### src/rtl/ula_md_pkg.sv
// Shared definitions for the iterative multiply/divide unit: op and FSM
// encodings, latency constants and small op-decoding helpers.
package ula_md_pkg;

  // Default operand width and the matching latencies (cycles from start to pronto)
  localparam int BITS_PADRAO   = 64;
  localparam int MD_LAT        = BITS_PADRAO + 2;
  localparam int MD_LAT_RAPIDA = 1;

  // funct3 encoding of the M-extension ops
  typedef enum logic [2:0] {
    OP_MUL    = 3'b000,
    OP_MULH   = 3'b001,
    OP_MULHSU = 3'b010,
    OP_MULHU  = 3'b011,
    OP_DIV    = 3'b100,
    OP_DIVU   = 3'b101,
    OP_REM    = 3'b110,
    OP_REMU   = 3'b111
  } md_op_e;

  typedef enum logic [1:0] {
    OCIOSO,
    CALCULA,
    AJUSTE,
    PRONTO
  } md_estado_e;

  // Normal latency for an arbitrary width
  function automatic int md_lat(input int bits);
    return bits + 2;
  endfunction

  // dina is treated as signed
  function automatic logic op_sinal_a(input md_op_e o);
    return o inside {OP_MULH, OP_MULHSU, OP_DIV, OP_REM};
  endfunction

  // dinb is treated as signed
  function automatic logic op_sinal_b(input md_op_e o);
    return o inside {OP_MULH, OP_DIV, OP_REM};
  endfunction

  function automatic logic op_e_div(input md_op_e o);
    return o[2];
  endfunction

  function automatic logic op_e_rem(input md_op_e o);
    return o[2] & o[1];
  endfunction

endpackage

### src/rtl/SomadorSubtrator.sv
// Plain add/subtract: s = a + b (sub=0) or s = a - b (sub=1), modulo 2^W.
module SomadorSubtrator #(
  parameter int W = 65
) (
  input  logic [W-1:0] a_i,
  input  logic [W-1:0] b_i,
  input  logic         sub_i,
  output logic [W-1:0] s_o
);

  assign s_o = a_i + (b_i ^ {W{sub_i}}) + {{(W-1){1'b0}}, sub_i};

endmodule

### src/rtl/ula_mul_div.sv
// Iterative RISC-V M-extension multiply/divide unit with start/busy/done
// handshake. Unsigned shift-add multiply and restoring divide on operand
// magnitudes, followed by a one-cycle sign adjustment.
// Build option: ULA_MUL_DIV_DIVISAO_EN enables the divider; without it the
// divide ops complete in one cycle with dout=0 and op_invalida=1.
module ula_mul_div
  import ula_md_pkg::*;
#(
  parameter int BITS = BITS_PADRAO
) (
  input  logic            clk,
  input  logic            reset_n,
  input  logic            start,
  input  logic            cancela,
  input  logic [2:0]      op,
  input  logic [BITS-1:0] dina,
  input  logic [BITS-1:0] dinb,
  output logic [BITS-1:0] dout,
  output logic            ocupado,
  output logic            pronto,
  output logic            op_invalida
);

  localparam int CW = $clog2(BITS);
  // Last iteration index: the normal latency minus accept, adjust and done cycles
  localparam logic [CW-1:0] CNT_FIM = CW'(md_lat(BITS) - 3);
`ifdef ULA_MUL_DIV_DIVISAO_EN
  localparam logic [BITS-1:0] MAIS_NEG = {1'b1, {(BITS-1){1'b0}}};
`endif

  md_estado_e      estado_q, estado_d;
  md_op_e          op_q, op_d;
  md_op_e          op_in;
  logic            neg_a_q, neg_a_d;       // dividend (dina) was negative and signed
  logic            neg_res_q, neg_res_d;   // operand signs differ
  logic            inval_q, inval_d;
  logic [BITS-1:0] hi_q, hi_d;             // product high half / remainder
  logic [BITS-1:0] lo_q, lo_d;             // multiplier->product low / dividend->quotient
  logic [BITS-1:0] b_q, b_d;               // |multiplicand| or |divisor|
  logic [BITS-1:0] dout_q, dout_d;
  logic [CW-1:0]   cnt_q, cnt_d;

  logic            aceita;
  logic            sa_in, sb_in;
  logic [BITS-1:0] mag_a, mag_b;
  logic            rapido, inval_in;
  logic [BITS-1:0] rapido_res;
`ifdef ULA_MUL_DIV_DIVISAO_EN
  logic            div_zero, div_ovf;
`endif

  logic [BITS:0]   soma_a, soma_b, soma_s;
  logic            soma_sub;

  logic            sel_lo, negar, borrow_hi;
  logic [BITS-1:0] sel_res, res_ajuste;

  assign op_in  = md_op_e'(op);
  assign aceita = (estado_q == OCIOSO) && start && !cancela;

  // Decode an incoming request: operand signs, magnitudes and the 1-cycle fast path
  always_comb begin
    sa_in      = op_sinal_a(op_in) & dina[BITS-1];
    sb_in      = op_sinal_b(op_in) & dinb[BITS-1];
    mag_a      = sa_in ? -dina : dina;
    mag_b      = sb_in ? -dinb : dinb;
    rapido     = 1'b0;
    inval_in   = 1'b0;
    rapido_res = '0;
`ifdef ULA_MUL_DIV_DIVISAO_EN
    div_zero = op_e_div(op_in) && (dinb == '0);
    div_ovf  = (op_in == OP_DIV || op_in == OP_REM) && (dina == MAIS_NEG) && (dinb == '1);
    rapido   = div_zero | div_ovf;
    if (div_zero) begin
      rapido_res = op_e_rem(op_in) ? dina : '1;
    end else if (div_ovf) begin
      rapido_res = op_e_rem(op_in) ? '0 : dina;
    end
`else
    rapido   = op_e_div(op_in);
    inval_in = op_e_div(op_in);
`endif
  end

  // Sign adjustment: pick the result half and decide whether it is negated.
  // Negating the high half of a product borrows from the low half unless it is zero.
  assign sel_lo     = (op_q == OP_MUL) || (op_q[2] && !op_q[1]);
  assign sel_res    = sel_lo ? lo_q : hi_q;
  assign negar      = op_e_rem(op_q) ? neg_a_q : neg_res_q;
  assign borrow_hi  = !sel_lo && !op_q[2] && (lo_q != '0);
  assign res_ajuste = negar ? soma_s[BITS-1:0] : sel_res;

  // Route the shared adder: shift-add or trial subtract while iterating, negation while adjusting
  always_comb begin
    soma_a   = {1'b0, hi_q};
    soma_b   = {1'b0, b_q};
    soma_sub = 1'b0;
    if (estado_q == AJUSTE) begin
      soma_a   = borrow_hi ? '1 : '0;
      soma_b   = {1'b0, sel_res};
      soma_sub = 1'b1;
    end
`ifdef ULA_MUL_DIV_DIVISAO_EN
    else if (op_e_div(op_q)) begin
      soma_a   = {hi_q, lo_q[BITS-1]};
      soma_sub = 1'b1;
    end
`endif
  end

  SomadorSubtrator #(
    .W (BITS + 1)
  ) u_somador (
    .a_i   (soma_a),
    .b_i   (soma_b),
    .sub_i (soma_sub),
    .s_o   (soma_s)
  );

  // FSM next state and handshake outputs
  always_comb begin
    estado_d    = estado_q;
    ocupado     = (estado_q == CALCULA) || (estado_q == AJUSTE);
    pronto      = (estado_q == PRONTO);
    op_invalida = (estado_q == PRONTO) && inval_q;
    case (estado_q)
      OCIOSO:  if (aceita) estado_d = rapido ? PRONTO : CALCULA;
      CALCULA: if (cnt_q == CNT_FIM) estado_d = AJUSTE;
      AJUSTE:  estado_d = PRONTO;
      PRONTO:  estado_d = OCIOSO;
      default: estado_d = OCIOSO;
    endcase
    // A flush always returns to idle, dropping any partial result
    if (cancela) begin
      estado_d = OCIOSO;
    end
  end

  // Datapath next state: operand capture, one iteration per cycle, result latch
  always_comb begin
    op_d      = op_q;
    neg_a_d   = neg_a_q;
    neg_res_d = neg_res_q;
    inval_d   = inval_q;
    hi_d      = hi_q;
    lo_d      = lo_q;
    b_d       = b_q;
    cnt_d     = cnt_q;
    dout_d    = dout_q;
    case (estado_q)
      OCIOSO: begin
        if (aceita) begin
          op_d      = op_in;
          neg_a_d   = sa_in;
          neg_res_d = sa_in ^ sb_in;
          inval_d   = inval_in;
          cnt_d     = '0;
          hi_d      = '0;
          if (op_e_div(op_in)) begin
            lo_d = mag_a;
            b_d  = mag_b;
          end else begin
            lo_d = mag_b;
            b_d  = mag_a;
          end
          if (rapido) begin
            dout_d = rapido_res;
          end
        end
      end
      CALCULA: begin
        cnt_d = cnt_q + 1'b1;
`ifdef ULA_MUL_DIV_DIVISAO_EN
        if (op_e_div(op_q)) begin
          // Restoring step: keep the difference only when it did not go negative
          lo_d = {lo_q[BITS-2:0], !soma_s[BITS]};
          hi_d = soma_s[BITS] ? {hi_q[BITS-2:0], lo_q[BITS-1]} : soma_s[BITS-1:0];
        end else
`endif
        begin
          // Shift-add step: conditionally add multiplicand to the high half, then shift right
          {hi_d, lo_d} = {(lo_q[0] ? soma_s : {1'b0, hi_q}), lo_q[BITS-1:1]};
        end
      end
      AJUSTE: begin
        if (!cancela) begin
          dout_d = res_ajuste;
        end
      end
      default: ;
    endcase
  end

  // State and datapath registers with asynchronous clear
  always_ff @(posedge clk or negedge reset_n) begin
    if (!reset_n) begin
      estado_q  <= OCIOSO;
      op_q      <= OP_MUL;
      neg_a_q   <= 1'b0;
      neg_res_q <= 1'b0;
      inval_q   <= 1'b0;
      hi_q      <= '0;
      lo_q      <= '0;
      b_q       <= '0;
      cnt_q     <= '0;
      dout_q    <= '0;
    end else begin
      estado_q  <= estado_d;
      op_q      <= op_d;
      neg_a_q   <= neg_a_d;
      neg_res_q <= neg_res_d;
      inval_q   <= inval_d;
      hi_q      <= hi_d;
      lo_q      <= lo_d;
      b_q       <= b_d;
      cnt_q     <= cnt_d;
      dout_q    <= dout_d;
    end
  end

  assign dout = dout_q;

endmodule
### config.mk
export PLATFORM = sky130hd
export DESIGN_NAME = ula_mul_div
export DESIGN_NICKNAME = d
export VERILOG_FILES = /design/src/rtl/ula_md_pkg.sv /design/src/rtl/SomadorSubtrator.sv /design/src/rtl/ula_mul_div.sv
export SDC_FILE = /design/constraint.sdc
export NUM_CORES = 1
export LEC_CHECK = 0
export CAP_MARGIN = 20
export CORE_ASPECT_RATIO = 0.5
export CORE_MARGIN = 2
export CORE_UTILIZATION = 59
export CTS_CLUSTER_SIZE = 28
export DETAILED_ROUTE_END_ITERATION = 8
export MAX_ROUTING_LAYER = met4
export PLACE_DENSITY = 0.85
export SKIP_LAST_GASP = 1
export SLEW_MARGIN = 20
export SYNTH_ARGS = -nofsm -noshare
export SYNTH_HDL_FRONTEND = slang
export SYNTH_SLANG_ARGS = --single-unit
### constraint.sdc
create_clock -name clk -period 6.6 [get_ports clk]
set_clock_uncertainty 0.2 [all_clocks]
set_input_delay 1.32 -clock clk [delete_from_list [all_inputs] [get_ports clk]]
set_output_delay 1.32 -clock clk [all_outputs]
set_load 0.05 [all_outputs]
After elaboration in Yosys (flattened, before gate mapping)
Index checks and enable logic that the tools add are counted.

word-level totals
  memory bits (read-only) = 0
  memories kept = 0
  bits in registers = 270
  latch bits = 0
  RAM bits = 0

cells by class
  shift operators = 0
  multiplexer cells = 27
  reduce and logical (&&, ||, !) cells = 23
  magnitude comparators = 0
  multipliers = 0
  equal/unequal tests = 13
  bitwise logic cells = 5
  add/sub/neg operators = 5
  divide/modulo/power cells = 0

operator list
  operator                                                       number
  64-bit two-way mux                                             12
  64-bit case mux with 2 select lines                            3
  65-bit two-way mux                                             3
  64-bit negator                                                 2
  65-bit by 1-bit adder with 65-bit output                       1
  65-bit adder                                                   1
  64-bit by 65-bit bitwise XOR with 65-bit output                1
  64-bit nonzero test                                            1
  6-bit case mux with 2 select lines                             1
  2-bit two-way mux                                              4
  2-bit case mux with 4 select lines                             1
  6-bit by 1-bit adder with 6-bit output, second input constant  1
  3-bit equality test, second input constant                     2
  6-bit equality test, second input constant                     1
  1-bit logical AND                                              6
  6-bit two-way mux                                              1
  2-bit inequality test, second input constant                   3
  2-bit AND reduction                                            3
  2-bit equality test, second input constant                     2
  1-bit zero test                                                4
  4-bit AND reduction                                            1
  2-bit nonzero test                                             2
  4-bit nonzero test                                             1
  1-bit AND                                                      3
  other kinds (11)                                               13

Longest topological paths before layout
Gate-level depths: netlist (run 1).

  depth after elaboration = 13
  gate-level depth with buffers = 21
  gate-level depth less buffers = 18

Hierarchy
Synthesis (run 1) repeated with hierarchy kept, for this count alone.

unflattened totals
  cells, all modules = 2863
  area, all modules = 22466.5 µm²

by module, submodules not included
  module            seq. area each (µm²)  instances  area each (µm²)  cells an instance
  ula_mul_div       6731.5                1          17655.7          2181
  SomadorSubtrator  0.0                   1          4810.9           682

Worst setup path before layout (run 1)
OpenSTA, ideal clock, no wires.

  path kind = flip-flop to flip-flop
  from = register estado_q[0]
  to = register dout_q[57] (netlist: dout[57])
  clock period less this slack = 4.957 ns
  cell stages (with the launch flop) = 22
  required time = 6.270 ns
  arrival = 4.628 ns
  setup time = 0.130 ns
  buffers on the path = 5
  setup slack = 1.643 ns
  cell sequence = dfrtp_1 inv_1 ha_1 clkbuf_1 clkbuf_1 buf_1 nand2_1 clkbuf_1 o21ai_0 ha_1 clkbuf_1 a21o_1 a21o_1 a221o_1 a211oi_1 o21bai_1 a2111oi_0 a21o_1 o21ai_1 or4_1 nand4_1 o21ai_1

between the ends
  cells in the longest elaborated chain, start to end = 8
  elaborated cells between the ends (all ways) = 18
  those cells by class = add/sub: 2; eq/ne: 4; mux: 6; bitwise: 1; reduce/logical: 5

ends and longest elaborated chain
  what                                                            RTL line                               RTL
  start: declaration                                              ula_mul_div.sv:31                      md_estado_e estado_q, estado_d;
  start signal: assignment                                        ula_mul_div.sv:208                     estado_q <= estado_d;
  2-bit equality test                                             ula_mul_div.sv:98, ula_mul_div.sv:150
  64-bit two-way mux / 1-bit two-way mux (equally long branches)  ula_mul_div.sv:98                      if (estado_q == AJUSTE) begin
  64-bit by 65-bit bitwise XOR with 65-bit output                 SomadorSubtrator.sv:11                 assign s_o = a_i + (b_i ^ {W{sub_i}}) + {{(W-1){1'b0}}, sub_i};
  65-bit adder                                                    SomadorSubtrator.sv:11
  65-bit by 1-bit adder with 65-bit output                        SomadorSubtrator.sv:11
  64-bit two-way mux                                              ula_mul_div.sv:91                      assign res_ajuste = negar ? soma_s[BITS-1:0] : sel_res;
  64-bit two-way mux                                              ula_mul_div.sv:186                     if (!cancela) begin
  64-bit case mux with 2 select lines                             ula_mul_div.sv:150                     case (estado_q)
  end signal: assignment                                          ula_mul_div.sv:217                     dout_q <= dout_d;
  end: declaration                                                ula_mul_div.sv:40                      logic [BITS-1:0] dout_q, dout_d;

Several ways; a longest one is shown, not always the timed one. The select of a mux whose other input is x is not followed.
A chain may end at the register's enable or synchronous reset.

Worst setup path in the final report (run 1)
  from = register lo_q[53]
  to = register hi_q[60]

between the ends
  cells in the longest elaborated chain, start to end = 8
  elaborated cells between the ends (all ways) = 11
  those cells by class = add/sub: 2; mux: 6; bitwise: 1; reduce/logical: 2

ends and longest elaborated chain
  what                                        RTL line                RTL
  start: declaration                          ula_mul_div.sv:38       logic [BITS-1:0] lo_q, lo_d;
  start signal: assignment                    ula_mul_div.sv:214      lo_q <= lo_d;
  64-bit nonzero test                         ula_mul_div.sv:90       assign borrow_hi = !sel_lo && !op_q[2] && (lo_q != '0);
  1-bit logical AND                           ula_mul_div.sv:90
  65-bit two-way mux                          ula_mul_div.sv:99       soma_a = borrow_hi ? '1 : '0;
  65-bit two-way mux                          ula_mul_div.sv:98
  65-bit adder *                              SomadorSubtrator.sv:11
  65-bit by 1-bit adder with 65-bit output *  SomadorSubtrator.sv:11
  65-bit two-way mux *                        ula_mul_div.sv:182      {hi_d, lo_d} = {(lo_q[0] ? soma_s : {1'b0, hi_q}), lo_q[BITS-1:1]};
  64-bit case mux with 2 select lines *       ula_mul_div.sv:150
  end signal: assignment                      ula_mul_div.sv:213      hi_q <= hi_d;
  end: declaration                            ula_mul_div.sv:37       logic [BITS-1:0] hi_q, hi_d;

Mark *: on every way between the ends. The rest lies on a longest branch, timed or not.

==> results of run 1 <==
## power by group through the flow
stage / clock network (W) / logic (W) / registers (W)
final: 0.00178 / 0.0104 / 0.00343
after detailed placement: 0 / 0.00986 / 0.00332
after floorplan: 0 / 0.00635 / 0.00339
after global routing: 0.00184 / 0.0110 / 0.00344
after global placement: 0 / 0.00983 / 0.00329
after CTS: 0.00177 / 0.00996 / 0.00330
## cells by family after synthesis
family          count (synthesis)
compound gates                957
simple gates                  801
buf+inv                       307
flops                         269
xor+xnor                      186
mux                           185
fa+ha+maj                      71
## cell type report
class                           instances  area, um^2
Antenna cell                            9        22.5
Clock buffer                           35         756
Clock inverter                         13         223
Fill cell                            2979       11000
Inverter                              103         387
Multi-Input combinational cell       2200       13800
Sequential cell                       269        6730
Tap cell                              484         606
Timing Repair Buffer                  255        2460
## placed cells by master, fill, tap and decap left out, drive strengths merged, types with 52 or more instances in the layout
cell and instances:
ha 70, o21ai 367, buf 56, a21oi 313, dfrtp 269, nand2 297, and3 52, xnor2 109
mux2 70, nor2 237, clkdlybuf4s50 199, mux2i 115, inv 104, xor2 77
## worst paths after layout
kind	from	end	slack, ns	depth (start not counted)
worst max-delay path	lo_q[53]	hi_q[60]	0.36	17
min in group asynchronous	reset_n	b_q[15]	0.53	1
worst min register to register	dout[43]	dout[43]	0.27	2
worst max register to register	lo_q[53]	hi_q[60]	0.36	17
max in group asynchronous	reset_n	dout[39]	4.44	2
worst min-delay path	dout[43]	dout[43]	0.27	2
## sequential cells by signal, summed over array words and instances (netlist names)
register and count:
b_q 64, dout 64, hi_q 64, lo_q 64
cnt_q 6, op_q 3, estado_q 2, neg_a_q 1
neg_res_q 1
## worst max-delay path, delay by kind of cell (launching register included)
kind,cells,cell delay [ns]
XOR/XNOR,1,0.49
buffers and inverters,2,0.60
flip-flops,1,0.42
AND/OR/NAND/NOR,8,2.44
AO/OA/AOI/OAI,5,1.52
adder cells (fa/ha/maj),1,0.44
## through the flow
stage | instance area (um^2) | setup WS, ns
floorplan | 21600 | 1.64
global placement | 24000 | 0.816
detailed placement | 24000 | 0.701
CTS | 24900 | 0.670
global route | 25000 | 0.155
finish | 25000 | 0.360
## metal layers
metal | up-vias | GRT usage | part of all wire
met3 | 131 | 0.312 | 0.21
li1 | 10100 | - | -
met2 | 1557 | 0.533 | 0.35
met1 | 10700 | 0.663 | 0.43
met4 | 0 | 0.0632 | 0.016
met5 | - | - | 0
==> impl_metrics.ini, run 1 <==
[synth]
ys.flop_type = dfrtp_1
syn-cell-area_mm2 = 0.0216
synth_compound_area_frac = 0.257
synth_adder_area_share = 0.0415
synth_top_family_by_area = compound AO/OA/AOI/OAI gates
synthTopCellsByArea = dfrtp_1 31%, o21ai_0 8.2%, a21oi_1 7.2%
syn-num-nets = 2982
synth.area.mux_share = 0.0897
netlist_top_cells_count = 353 x o21ai_0, 311 x a21oi_1, 297 x nand2_1
synth_xor_area_frac = 0.0754
synth_top_area_share = 0.311
avgSynthCellArea_um2 = 7.78
netlist.top_cell.by_area = dfrtp_1
syn_inst = 2776
synthSimpleGateAreaFrac = 0.171
ys_seq_elements = 269
ys_types = 79
synth_warnings = 0
synth_enable_flop_cells = 0
yosysMostFrequentCell = o21ai_0
ys_seq_area_frac = 0.311
async_flop_share = 1.00

[pwr]
swShare = 0.552
p_int_w = 0.00702
p_seq_frac = 0.219
p_leak_nw = 10.7
power_density_mw_per_mm2 = 627
clkPwrFrac = 0.114
finalPower_w = 0.0157
combPwrFrac = 0.667
peakVddDrop_mv = 0.430
switching_power_w = 0.00864

[die]
fp.dieW_um = 275
initial_utilization = 0.600
core_mm2 = 0.0360
fp.dieH_um = 139
die_area_mm2 = 0.0383
std_cell_rows = 49
ios = 202

[drt]
drc = 0
routed_via_density = 6.69
drt_iter0_markers = 3586
firstDrtPassIters = 6
avgRoutedWirePerCell_um = 26.2
num_vias = 22500
totalWireLength_um = 88300
postRouteAntennaNets = 0

[timing]
setup_viol = 0
maxSlewViolCount = 0
max_slew_margin = 0.131
fmaxAchievable_ghz = 0.160
tightestPinTransition_ns = 1.29
hold_ws_ns = 0.268
finalCritPeriodShare = 0.945
setup_tns_ns = 0
rsz0062_at_grt = false
final_hold_viol_count = 0
period_needed_ns = 6.24

[global_routing]
grt_pass1_wl_um = 129000
grt_pass1_vias = 20300
grt_overflow = 0
grt_max_degree = 132
grt_antenna_before_repair = 11
grt_usage = 0.466

[cts]
postCtsSetupBuffers = 0
tritoncts = done
cts_hold_buf = 0
worstSkewPairLatency_ns = 0.59
numCtsBuffers = 27
cts.clk_slew.worst_paths_ns = 0.07
post_cts_resize_count = 0
cts_max_level = 1
root_buffer = clkbuf_16
clkSinkCount = 269
clk_path_buf_depth = 3

[placement]
dpl.cell_count = 3311
place_hpwl_um = 66800
gp_congestion = 1.09
portBuffers = 201

[setup_path]
required_ns = 6.88
slowest_delay_ns = 0.66
worstSetupPathType = flop to flop
startpoint_type = flop
cp-end-kind = flop
critPathMaxFanout = 36
crit_path_top_delay_cell = nor4_1
crit_path_cell_trace = nor4_1, nand4_1, nor4_1, nor3_1, nand2_1, buf_4, buf_4, o21ai_0, ha_1, nand4_1, nor4_1, o2111ai_1, a21o_1, o21ai_0, xor2_1, nand2_1, a221oi_1
crit_arrival_ns = 6.52
cpMostUsedCell = nor4_1

[finish]
utilization = 0.694
instances_no_fill = 3368
drive_above_1_share = 0.0713
finish.net_count = 3062
area_growth_pct = 15.6

[run_status]
outcome = finished, final reports clean

[worst_hold_path]
hold_path_class = flop to flop

[flow_run]
timing.max_cap.violations = 0
Power figures use the tool's default switching activity.
==> inputs of run 2 (changes only) <==
==> constraint.sdc (replaced) <==
create_clock -name clk -period 6.6 [get_ports clk]
set_clock_uncertainty 0.2 [all_clocks]
set_input_delay 1.65 -clock clk [delete_from_list [all_inputs] [get_ports clk]]
set_output_delay 1.65 -clock clk [all_outputs]
set_load 0.05 [all_outputs]
==> run 2 against run 1 <==
Compared with the run above: the flow now finishes with violations (DRC); die area stayed put; combinational power about the same; via count shrank 0.52%; final cell count is 0.15% lower; non-clock buffer count up 1; critical endpoint is now hi_q[52].
==> impl_metrics.ini, run 2 (synthesis gave the netlist of run 1 again) <==
[die]
ios = 202
std_cell_rows = 49
die_area_mm2 = 0.0383
fp.dieW_um = 275
core_mm2 = 0.0360
initial_utilization = 0.600
fp.dieH_um = 139

[timing]
rsz0062_at_grt = false
final_hold_viol_count = 0
finalCritPeriodShare = 0.912
tightestPinTransition_ns = 1.16
fmaxAchievable_ghz = 0.166
max_slew_margin = 0.225
setup_viol = 0
maxSlewViolCount = 0
setup_tns_ns = 0
period_needed_ns = 6.02
hold_ws_ns = 0.271

[placement]
gp_congestion = 1.04
place_area_mm2 = 0.0240
portBuffers = 201
place_hpwl_um = 64700

[global_routing]
grt_overflow = 0
grt_max_degree = 152
grt_antenna_before_repair = 4
grt_usage = 0.457
grt_pass1_vias = 20300
grt_pass1_wl_um = 128000

[worst_hold_path]
hold_path_class = flop to flop
hold-path-cell-count = 2

[pwr]
swShare = 0.554
power_density_mw_per_mm2 = 614
p_leak_nw = 10.7
clkPwrFrac = 0.104
switching_power_w = 0.00846
combPwrFrac = 0.665
peakVddDrop_mv = 0.356
p_int_w = 0.00680
p_seq_frac = 0.231

[setup_path]
slowest_delay_ns = 0.54
crit_path_top_delay_cell = nor4_1
required_ns = 6.90
regToRegSetupSlack_ns = 0.58
cp-end-kind = flop
crit_family = compound AO/OA/AOI/OAI gates
worst-path-buf-inv = 2
crit_arrival_ns = 6.32
ff2ff_path_depth = 19
cpMostUsedCell = a21o_1
crit_path_cell_trace = nor4_1, nand4_1, nor4_1, nor3_1, nand2_1, buf_4, buf_4, o21ai_0, ha_1, a21o_1, a21o_1, a21o_1, o21bai_1, a2111oi_0, a21o_1, o21ai_1, xor2_1, nand2_1, a21oi_1
startpoint_type = flop
path_depth = 19
worstSetupPathType = flop to flop
critPathMaxFanout = 33

[run_status]
violations = DRC
outcome = finished with violations

[flow_run]
timing.max_cap.violations = 0

[drt]
postRouteAntennaNets = 0
num_vias = 22400
avgRoutedWirePerCell_um = 25.6
firstDrtPassIters = 9
totalWireLength_um = 86200
drc = 1
routed_via_density = 6.67
drt_iter0_markers = 3590

[finish]
fill_cells = 3045
finish.net_count = 3062
final_common_cell = o21ai_0
drive_above_1_share = 0.0703
final_area_mm2 = 0.0249
layout_common_cells = 351 x o21ai_0, 310 x a21oi_1, 295 x nand2_1, 268 x dfrtp_1, 236 x nor2_1
utilization = 0.691
area_growth_pct = 15.0

[cts]
post_cts_resize_count = 0
cts_max_level = 1
clk_path_buf_depth = 3
postCtsSetupBuffers = 0
cts.clk_slew.worst_paths_ns = 0.07
cts_hold_buf = 0
tritoncts = done
numCtsBuffers = 26
worstSkewPairLatency_ns = 0.59
root_buffer = clkbuf_16
clkSinkCount = 269
[run 2: changes by cell type in the layout (fill, tap and decap cells not counted), sizes merged]
cell,change
diode,-5
clkinv,+1
inv,-1
clkinvlp,+3
buf,+1
bufinv,-4
[run 2: layout make-up]
class	instances	area [um^2]	share of cell area
Clock inverter	12	133	0.00534
Inverter	103	387	0.0156
Multi-Input combinational cell	2200	13800	0.555
Sequential cell	269	6730	0.271
Clock buffer	35	714	0.0287
Antenna cell	4	10.0	0.000403
Tap cell	484	606	0.0244
Timing Repair Buffer	256	2480	0.0998
[run 2: power by group through the flow]
stage               Sequential (W)  Clock [W]  Combinational [W]
CTS                        0.00336    0.00157            0.00974
global placement           0.00336          0            0.00963
floorplan                  0.00339          0            0.00635
global route               0.00352    0.00163             0.0108
detailed placement         0.00338          0            0.00966
finish                     0.00352    0.00158             0.0101
[run 2: layer usage]
layer | part of all wire | track usage | routed length [um]
met1 | 0.43 | 0.655 | 36800
met2 | 0.35 | 0.531 | 30400
met3 | 0.20 | 0.286 | 17400
met5 | 0 | - | 0
met4 | 0.018 | 0.0715 | 1570
[run 2: worst min-delay path: stages (launching register included)]
cell and delay, ns:
dfrtp_1 0.34, nand2_1 0.05, nand2_1 0.05
[run 2: final timing paths]
| check | from | to |
|---|---|---|
| max | lo_q[61] | hi_q[52] |
| min | dout[43] | dout[43] |
| max reg2reg | lo_q[61] | hi_q[52] |
| min reg2reg | dout[43] | dout[43] |
| max in group asynchronous | reset_n | dout[27] |
| min in group asynchronous | reset_n | b_q[24] |
[run 2: stage by stage]
step | std cells | worst slack (ns) | total power (W)
2_1_floorplan | 2776 | 1.64 | 0.00973
3_3_place_gp | 3312 | 0.962 | 0.0130
3_5_place_dp | 3312 | 0.936 | 0.0130
4_1_cts | 3359 | 0.901 | 0.0147
5_1_grt | 3363 | 0.344 | 0.0160
6_report | 3363 | 0.581 | 0.0153
